**config.mk**
```make
export PLATFORM = sky130hd
export DESIGN_NAME = rf_scoreboard
export DESIGN_NICKNAME = d
export VERILOG_FILES = /design/src/rtl/rf_scoreboard.sv
export SDC_FILE = /design/constraint.sdc
export NUM_CORES = 1
export LEC_CHECK = 0
export ABC_AREA = 1
export CORE_ASPECT_RATIO = 0.6
export CORE_MARGIN = 1
export CORE_UTILIZATION = 30
export CTS_BUF_LIST = sky130_fd_sc_hd__clkbuf_4 sky130_fd_sc_hd__clkbuf_8
export DETAILED_ROUTE_END_ITERATION = 10
export PLACE_DENSITY = 0.59
export SLEW_MARGIN = 20
export SYNTH_ARGS = -nofsm -noshare
export SYNTH_HDL_FRONTEND = slang
export SYNTH_SLANG_ARGS = --single-unit
```
**constraint.sdc**
```tcl
create_clock -name clk -period 3.96 [get_ports clk]
set_input_delay 0.792 -clock clk [delete_from_list [all_inputs] [get_ports clk]]
set_output_delay 0.792 -clock clk [all_outputs]
set_load 0.05 [all_outputs]
```
**src/rtl/rf_scoreboard.sv**
```systemverilog
// rtl/rf_scoreboard.sv - per-GPR in-flight write scoreboard for ID-stage RAW/saturation stalls
module rf_scoreboard #(
  parameter int MAX_INFLIGHT = 3
) (
  input  logic        clk,
  input  logic        reset,
  input  logic        ds_to_es_valid,
  input  logic        es_allowin,
  input  logic        ds_gr_we,
  input  logic [4:0]  ds_dest,
  input  logic        ds_rj_re,
  input  logic        ds_rk_re,
  input  logic [4:0]  ds_rj,
  input  logic [4:0]  ds_rk,
  input  logic [38:0] rf_bus,
  input  logic        flush,
  output logic        ds_stall,
  output logic [31:0] busy_vec,
  output logic        sb_error
);

  localparam logic [1:0] MAX_CNT = 2'(MAX_INFLIGHT);

  // Writeback bus fields; the data half is not needed for tracking.
  logic       ws_valid;
  logic       rf_we;
  logic [4:0] rf_waddr;
  logic       unused_wdata;

  assign ws_valid     = rf_bus[38];
  assign rf_we        = rf_bus[37];
  assign rf_waddr     = rf_bus[36:32];
  assign unused_wdata = ^rf_bus[31:0];

  // Counter storage for r1..r31; r0 is never written so it is not stored.
  logic [1:0] cnt_q    [1:31];
  logic [1:0] cnt_d    [1:31];
  logic [1:0] cnt_view [0:31];

  // Full 32-entry view with r0 pinned to zero so lookups never need a special case.
  always_comb begin
    cnt_view[0] = 2'd0;
    for (int i = 1; i < 32; i++) begin
      cnt_view[i] = cnt_q[i];
    end
  end

  logic       retire_dec;
  logic       issue_fire;
  logic       issue_inc;
  logic [1:0] cnt_rj;
  logic [1:0] cnt_rk;
  logic [1:0] cnt_dest;
  logic [1:0] cnt_wa;
  logic       rj_hazard;
  logic       rk_hazard;
  logic       dest_sat;
  logic       retire_err;

  assign retire_dec = ws_valid && rf_we && (rf_waddr != 5'd0);
  assign cnt_rj     = cnt_view[ds_rj];
  assign cnt_rk     = cnt_view[ds_rk];
  assign cnt_dest   = cnt_view[ds_dest];
  assign cnt_wa     = cnt_view[rf_waddr];

  // A write retiring this cycle is already visible through the write-through regfile,
  // so a source whose only outstanding write is retiring now does not stall.
  assign rj_hazard = ds_rj_re && (ds_rj != 5'd0) && (cnt_rj != 2'd0) &&
                     !((cnt_rj == 2'd1) && retire_dec && (rf_waddr == ds_rj));
  assign rk_hazard = ds_rk_re && (ds_rk != 5'd0) && (cnt_rk != 2'd0) &&
                     !((cnt_rk == 2'd1) && retire_dec && (rf_waddr == ds_rk));
  assign dest_sat  = ds_gr_we && (ds_dest != 5'd0) && (cnt_dest == MAX_CNT) &&
                     !(retire_dec && (rf_waddr == ds_dest));

  // Stall is independent of es_allowin to keep the EXE handshake loop-free.
  assign ds_stall   = ds_to_es_valid && (rj_hazard || rk_hazard || dest_sat);
  assign issue_fire = ds_to_es_valid && es_allowin && !ds_stall;
  assign issue_inc  = issue_fire && ds_gr_we && (ds_dest != 5'd0) && !flush;

  // A retire that finds nothing outstanding (and is not paired with a same-cycle issue) is a protocol error.
  assign retire_err = retire_dec && !flush && (cnt_wa == 2'd0) &&
                      !(issue_inc && (ds_dest == rf_waddr));

  // Next counter values: flush wins, a matched issue+retire cancels, retire never goes below zero.
  always_comb begin
    for (int i = 1; i < 32; i++) begin
      cnt_d[i] = cnt_q[i];
      if (flush) begin
        cnt_d[i] = 2'd0;
      end else if (issue_inc && (ds_dest == 5'(i)) && !(retire_dec && (rf_waddr == 5'(i)))) begin
        cnt_d[i] = cnt_q[i] + 2'd1;
      end else if (retire_dec && (rf_waddr == 5'(i)) && !(issue_inc && (ds_dest == 5'(i))) &&
                   (cnt_q[i] != 2'd0)) begin
        cnt_d[i] = cnt_q[i] - 2'd1;
      end
    end
  end

  // Counter, busy vector and sticky error registers.
  always_ff @(posedge clk) begin
    if (reset) begin
      for (int i = 1; i < 32; i++) begin
        cnt_q[i] <= 2'd0;
      end
      busy_vec <= 32'd0;
      sb_error <= 1'b0;
    end else begin
      busy_vec[0] <= 1'b0;
      for (int i = 1; i < 32; i++) begin
        cnt_q[i]    <= cnt_d[i];
        busy_vec[i] <= (cnt_d[i] != 2'd0);
      end
      if (retire_err) begin
        sb_error <= 1'b1;
      end
    end
  end

endmodule

```
==> reports/metrics.cfg, run 1 <==
[outcome]
status = completed

[final_layout]
final_util = 0.359
nNetsFinal = 1633
final_layout_size_suffix_gt1_frac = 0.0933
area_growth_pct = 17.0
antenna_cells = 0
fin_cells = 1911

[worst_setup_path]
critical_path_class = in2out
cp.required_ns = 3.17
cp-end-kind = output pin
crit_fanout = 5
r2r_end = busy_vec[10]$_SDFF_PP0_
arrival_ns = 3.02
startpoint_type = primary input
r2r_start = cnt_q[1][6]$_SDFF_PP0_
rrSetupSlack_ns = 1.37
r2r_cells = 18

[placed_design]
dpl.hpwl_um = 27100
placedCellCount = 1896
gp_congestion = 0.972
port_buffers = 62
dp_slack_ns = 0.155

[timing]
drv_slew = 0
finalSetupViolations = 0
fmax_ghz = 0.263
clock_skew_ns = 0.0147
rsz0062_at_grt = false
period_needed_ns = 3.81
fin_ws_ns = 0.153
worst_slew_pin_slew_ns = 0.727
maxSlewHeadroom = 0.514
setup_tns_ns = 0
finalHoldViolCount = 0
finalCritPeriodShare = 0.961

[pwr]
seq_power_share = 0.438
p_switching_uw = 704
p_leak_uw = 0.00503
power_density_mw_per_mm2 = 218
clkPwrFrac = 0.351
internal_power_uw = 1460
combPwrFrac = 0.211
vdd_drop_max_uv = 150
switching_share = 0.326

[clock_tree]
cts_buffer_depth = 2
cts_sinks = 94
cts_buffers = 9
clock_latency_ns = 0.44
clkSlewWorstSetupHoldPaths_ns = 0.10
holdBufCountCts = 0
cts_tree = built
cts_root_buffer = clkbuf_8
h-tree-depth = 3

[yosys]
synth_top_area_cell = nand2_1
synth.area.top_cells = nand2_1, dfxtp_1, nand3_1, inv_1, nor2_1
synthCells = 1466
synth_warnings = 0
avgSynthCellArea_um2 = 5.78
syn_nets = 1559
synth_cell_types = 36
seq_area_frac_synth = 0.222
synth_top_cell_area_share = 0.228
synth_common_cells = nand2_1, nand3_1, inv_1
netlist_area_mm2 = 0.00848
async_flop_share = 0
ys_ff_latch = 94
ys.flop_type = dfxtp_1
synth-edff-count = 0
yosysMostFrequentCell = nand2_1

[worst_hold_path]
hp-start = sb_error$_SDFFE_PP0P_
whs_endpoint = sb_error$_SDFFE_PP0P_
worstHoldPathCells = 2
min_path_type = reg2reg

[floorplanning]
start_util = 0.307
dieArea_mm2 = 0.0290
num_rows = 47
die_w_um = 219
coreArea_mm2 = 0.0276
die_h_um = 132
io_pins = 96

[detailed_routing]
postRouteAntennaNets = 0
routed_via_density = 5.02
initialDrtViolationCount = 1172
drt_pass1_iterations = 6
drc = 0
drt-total-wl_um = 34100
wl_per_cell_um = 17.9
via_count = 9602

[global_routing]
grt_pass1_vias = 8881
grt_usage = 0.243
antenna_found_initial = 0
grt_pass1_wl_um = 52300
grt_max_degree = 65
gr-total-overflow = 0

[flow_run]
drv_cap = 0

-- cells in the final DEF, fill, tap and decap left out, types with 2 or more instances in the layout --
cell / netlist / routed
nand2_1: 516 / 516
nand3_1: 241 / 241
inv_1: 185 / 185
nor2_1: 173 / 171
dfxtp_1: 94 / 94
clkdlybuf4s50_1: 0 / 60
buf_4: 13 / 55
a21oi_1: 42 / 42
ha_1: 31 / 31
nand4_2: 20 / 20
o21ai_0: 18 / 17
nand3_2: 17 / 17
inv_2: 11 / 11
nand4_4: 10 / 10
clkbuf_8: 0 / 9
xor2_1: 8 / 8
buf_12: 3 / 7
clkinv_1: 5 / 5
o211ai_1: 5 / 5
o21ai_1: 4 / 5
nand4_1: 4 / 4
nor4_1: 4 / 4
nor2_2: 2 / 3
xnor2_1: 3 / 3
nand2_2: 3 / 3
o41ai_1: 3 / 3
inv_6: 0 / 2
bufinv_16: 0 / 2
clkinvlp_4: 0 / 2
-- cell type report --
class	instances	area, µm²
clock buffer	10	131
tap	367	459
fill	3090	17700
multi-input combinational	1110	5430
inverter	202	763
sequential	94	1880
clock inverter	5	83.8
timing repair buffer	123	1170
-- power by group through the flow --
stage	Sequential [µW]	Clock, µW	Combinational, µW
6_report	946	759	456
5_1_grt	947	824	484
4_1_cts	946	791	445
3_5_place_dp	968	0	443
3_3_place_gp	968	0	442
2_1_floorplan	971	0	273
-- what timing repair did --
| action | CTS | global route |
|---|---|---|
| buffers inserted | 0 | 0 |
| resized for setup | 0 | 4 |
| setup endpoints to repair | 0 | 1 |
-- worst max-delay path by stage --
| stage | from | end | slack (ns) | depth (start not counted) |
|---|---|---|---|---|
| floorplan | ds_rk[1] | ds_stall | 0.46 | 13 |
| global placement | ds_dest[0] | ds_stall | 0.15 | 16 |
| detailed placement | ds_dest[0] | ds_stall | 0.15 | 16 |
| CTS | ds_dest[0] | ds_stall | 0.14 | 16 |
| global route | ds_dest[0] | ds_stall | 0.007 | 17 |
| finish | ds_rj[1] | ds_stall | 0.15 | 13 |
-- critical path, cell delays in order --
cell and delay [ns]:
clkdlybuf4s50_1 0.62, clkinv_1 0.28, nand3_1 0.13, nand3_1 0.07, nor2_1 0.22, o21ai_1 0.11, nor2_1 0.09, nand2_1 0.09
nand3_1 0.09, nand2_1 0.09, nor2_4 0.17, nor2_1 0.06, buf_4 0.19
-- registers in the layout, indices dropped and copies added, names as in the netlist --
| signal | cells |
|---|---|
| sb_error | 1 |
| cnt_q | 62 |
| busy_vec | 31 |
-- layer usage --
metal / global-route usage / wire length [µm] / vias to the layer above
met2: 0.338 / 13400 / 373
met5: 0 / 0 / -
met4: 0.0567 / 506 / 0
met1: 0.362 / 16800 / 4418
li1: - / - / 4775
met3: 0.0662 / 3380 / 36
-- metrics by stage --
| step | hold slack [ns] | total power [µW] | cell area [µm²] |
|---|---|---|---|
| 6_report | 0.465 | 2160 | 9920 |
| 5_1_grt | 0.510 | 2250 | 9920 |
| 4_1_cts | 0.466 | 2180 | 9910 |
| 3_5_place_dp | 0.450 | 1410 | 9700 |
| 3_3_place_gp | 0.440 | 1410 | 9700 |
| 2_1_floorplan | 0.486 | 1240 | 8480 |
-- cell families (layout without fill, tap and decap cells) --
logic type / count (synthesis) / count (layout) / synth area share
adder cells (fa/ha/maj): 31 / 31 / 0.0458
flip-flops: 94 / 94 / 0.222
AND/OR/NAND/NOR: 992 / 992 / 0.533
AO/OA/AOI/OAI: 75 / 75 / 0.0480
buffers and inverters: 262 / 340 / 0.139
XOR/XNOR: 11 / 11 / 0.0114
other: 1 / 1 / 0.000442
No activity file was read; power rests on OpenSTA's default activity.
==> run 2, diff against run 1 <==
==> constraint.sdc (replaced) <==
create_clock -name clk -period 3.96 [get_ports clk]
set_input_delay 0.792 -clock clk [delete_from_list [all_inputs] [get_ports clk]]
set_output_delay 0.792 -clock clk [all_outputs]
set_load 0.01 [all_outputs]
==> run 2 against run 1 <==
  * Critical path type unchanged
  * Sequential share of layout area decreased by 0.36 points
  * Highest routed layer unchanged
  * Sequential power about the same
  * Clock skew decreased by 0.0014 ns
  * Critical endpoint unchanged
==> reports/metrics.cfg, run 2 (synthesis gave the netlist of run 1 again) <==
[clock_tree]
clock_latency_ns = 0.43  ; about the same
h-tree-depth = 3  ; unchanged
cts_buffers = 9  ; unchanged
cts_tree = built
cts_buffer_depth = 2  ; unchanged
cts_sinks = 94  ; unchanged
clkSlewWorstSetupHoldPaths_ns = 0.09  ; about the same
cts_root_buffer = clkbuf_8

[timing]
rsz0062_at_grt = false
finalCritPeriodShare = 0.918  ; -0.0435
fmax_ghz = 0.275  ; +4.7%
period_needed_ns = 3.64  ; -0.172 ns
clock_skew_ns = 0.0133  ; -0.00141 ns
worst_slew_pin_slew_ns = 0.741  ; +0.0148 ns
finalHoldViolCount = 0  ; unchanged
maxSlewHeadroom = 0.501  ; -0.0132
fin_ws_ns = 0.325  ; +0.172 ns
finalSetupViolations = 0  ; unchanged
drv_slew = 0  ; unchanged

[worst_setup_path]
path_cells = clkdlybuf4s50_1, buf_4, xor2_1, a21oi_1, nand3_2, nand3_1, nand2_1, nand3_1, nand2_1, nor2_4, nor2_1, dlymetal6s2s_1
critPathSlowestCell = clkdlybuf4s50_1
startpoint_type = primary input
arrival_ns = 2.84  ; -0.18 ns
critical_path_class = in2out
crit_fanout = 6  ; +1
rrSetupSlack_ns = 1.21  ; -0.16 ns
critPathLaunch = rf_bus[33]
slowest_delay_ns = 0.51  ; -0.11 ns
r2r_start = cnt_q[1][6]$_SDFF_PP0_
cp-end-kind = output pin
cp.required_ns = 3.17  ; about the same

[pwr]
power_density_mw_per_mm2 = 200  ; -8.3%
vdd_drop_max_uv = 156  ; +3.4%
p_leak_uw = 0.00518  ; +2.8%
p_total_uw = 2020  ; -6.5%

[floorplanning]
die_h_um = 132  ; unchanged
io_pins = 96  ; unchanged
die_w_um = 219  ; unchanged
num_rows = 47  ; unchanged
dieArea_mm2 = 0.0290  ; unchanged
start_util = 0.307  ; unchanged
coreArea_mm2 = 0.0276  ; unchanged

[final_layout]
final_util = 0.366  ; +0.00693
antenna_cells = 0  ; unchanged
layout_common_cells = nand2_1, nand3_1, inv_1
fin_area_mm2 = 0.0101  ; +1.9%
largest_reg_flops = 62  ; unchanged
nNetsFinal = 1652  ; +1.2%
largestRegisters = cnt_q: 62 flops, busy_vec: 31 flops, sb_error: 1 flops
area_growth_pct = 19.3
final_common_cell = nand2_1
final_layout_size_suffix_gt1_frac = 0.106  ; +0.0129
n_fill_cell = 3095  ; +0.16%
fin_cells = 1930  ; +0.99%
regMostFlops = cnt_q

[placed_design]
dp_slack_ns = -0.0359  ; -0.191 ns
port_buffers = 62  ; unchanged
gp_congestion = 1.05  ; +7.8%
place_area_mm2 = 0.00988  ; +1.9%
dpl.hpwl_um = 26200  ; -3.5%
placedCellCount = 1914  ; +0.95%

[worst_hold_path]
hp-start = sb_error$_SDFFE_PP0P_
min_path_type = reg2reg

[global_routing]
gr-total-overflow = 0  ; unchanged
grt_pass1_wl_um = 50600  ; -3.2%
grt_usage = 0.233  ; -0.00924
grt_pass1_vias = 8820  ; -0.69%
grt_max_degree = 65  ; unchanged
antenna_found_initial = 0  ; unchanged

[detailed_routing]
wl_per_cell_um = 17.3  ; -3.4%
top_layer_used = met4
postRouteAntennaNets = 0  ; unchanged
routed_via_density = 5.07  ; +0.86%
drc = 0  ; unchanged
met2WireLength_um = 12900  ; -3.6%
initialDrtViolationCount = 1078  ; -8.0%
drt_pass1_iterations = 6  ; unchanged
via_count = 9781  ; +1.9%
drt-total-wl_um = 33300  ; -2.4%
wl_met1_um = 16000  ; -5.1%
routed-wl-met3_um = 3720  ; +10%

[flow_run]
drv_cap = 0  ; unchanged

[outcome]
status = completed

[run 2: cell count changes in the layout (fill, tap and decap cells not counted), sizes merged]
cell           previous run  this run
clkinvlp                  2         0
inv                     198       197
dlygate4sd2               0         3
clkdlybuf4s50            60        56
bufinv                    2         0
dlymetal6s2s              1         3
clkinv                    5         8
bufbuf                    0         1
clkbuf                   10        12
buf                      62        79
[run 2: path summary, 6_finish.rpt]
kind	end	cells after the start
hold reg to reg	sb_error$_SDFFE_PP0P_	2
setup / recovery	ds_stall	12
setup reg to reg	busy_vec[13]$_SDFF_PP0_	18
hold / removal	sb_error$_SDFFE_PP0P_	2
[run 2: stage by stage]
stage,hold slack [ns],TNS [ns]
finish,0.459,0
global route,0.499,0
CTS,0.468,0
detailed placement,0.454,-0.0359
global placement,0.439,-0.0354
floorplan,0.468,0
[run 2: where the power goes]
part	internal, µW	leakage [µW]	switching, µW
registers	945	0.000757	0.580
clock network	247	0.0000907	365
logic	160	0.00433	302
total	1350	0.00518	668
[run 2: cell type report]
type,instances,area (µm²),share of cell area
multi-input cells,1110,5440,0.538
flip-flops and latches,94,1880,0.186
repair buffers,142,1400,0.138
inverters,202,761,0.0752
well taps,367,459,0.0454
clock buffers,12,146,0.0145
clock inverters,3,22.5,0.00223
[run 2: repair_timing]
item | in CTS | in global routing
setup buffers | 0 | 0
gates resized for setup | 7 | 7
setup endpoints to repair | 1 | 1
cloned | 1 | 0
pin swaps | 0 | 1
hold buffers | 0 | 0
[run 2: worst max-delay path: cells and delay by family]
family	cells	cell delay [ns]
and+or+nand+nor	7	0.82
xor gates and xnor gates	1	0.13
AOI/OAI and AO/OA	1	0.21
buffers and inverters	3	0.88
[run 2: routing by layer]
metal,vias to the layer above,track usage
met5,-,0
met4,0,0.0625
met3,50,0.0655
met2,485,0.322
met1,4427,0.347
li1,4819,-
==> run 3, diff against run 2 <==
--- a/config.mk
+++ b/config.mk
@@ -12,7 +12,7 @@
 export CTS_BUF_LIST = sky130_fd_sc_hd__clkbuf_4 sky130_fd_sc_hd__clkbuf_8
 export DETAILED_ROUTE_END_ITERATION = 10
 export PLACE_DENSITY = 0.59
-export SLEW_MARGIN = 20
+export SLEW_MARGIN = 10
 export SYNTH_ARGS = -nofsm -noshare
 export SYNTH_HDL_FRONTEND = slang
 export SYNTH_SLANG_ARGS = --single-unit
==> results of run 3 <==
Same layout as run 2: the final DEF is identical, and so are final timing and power.
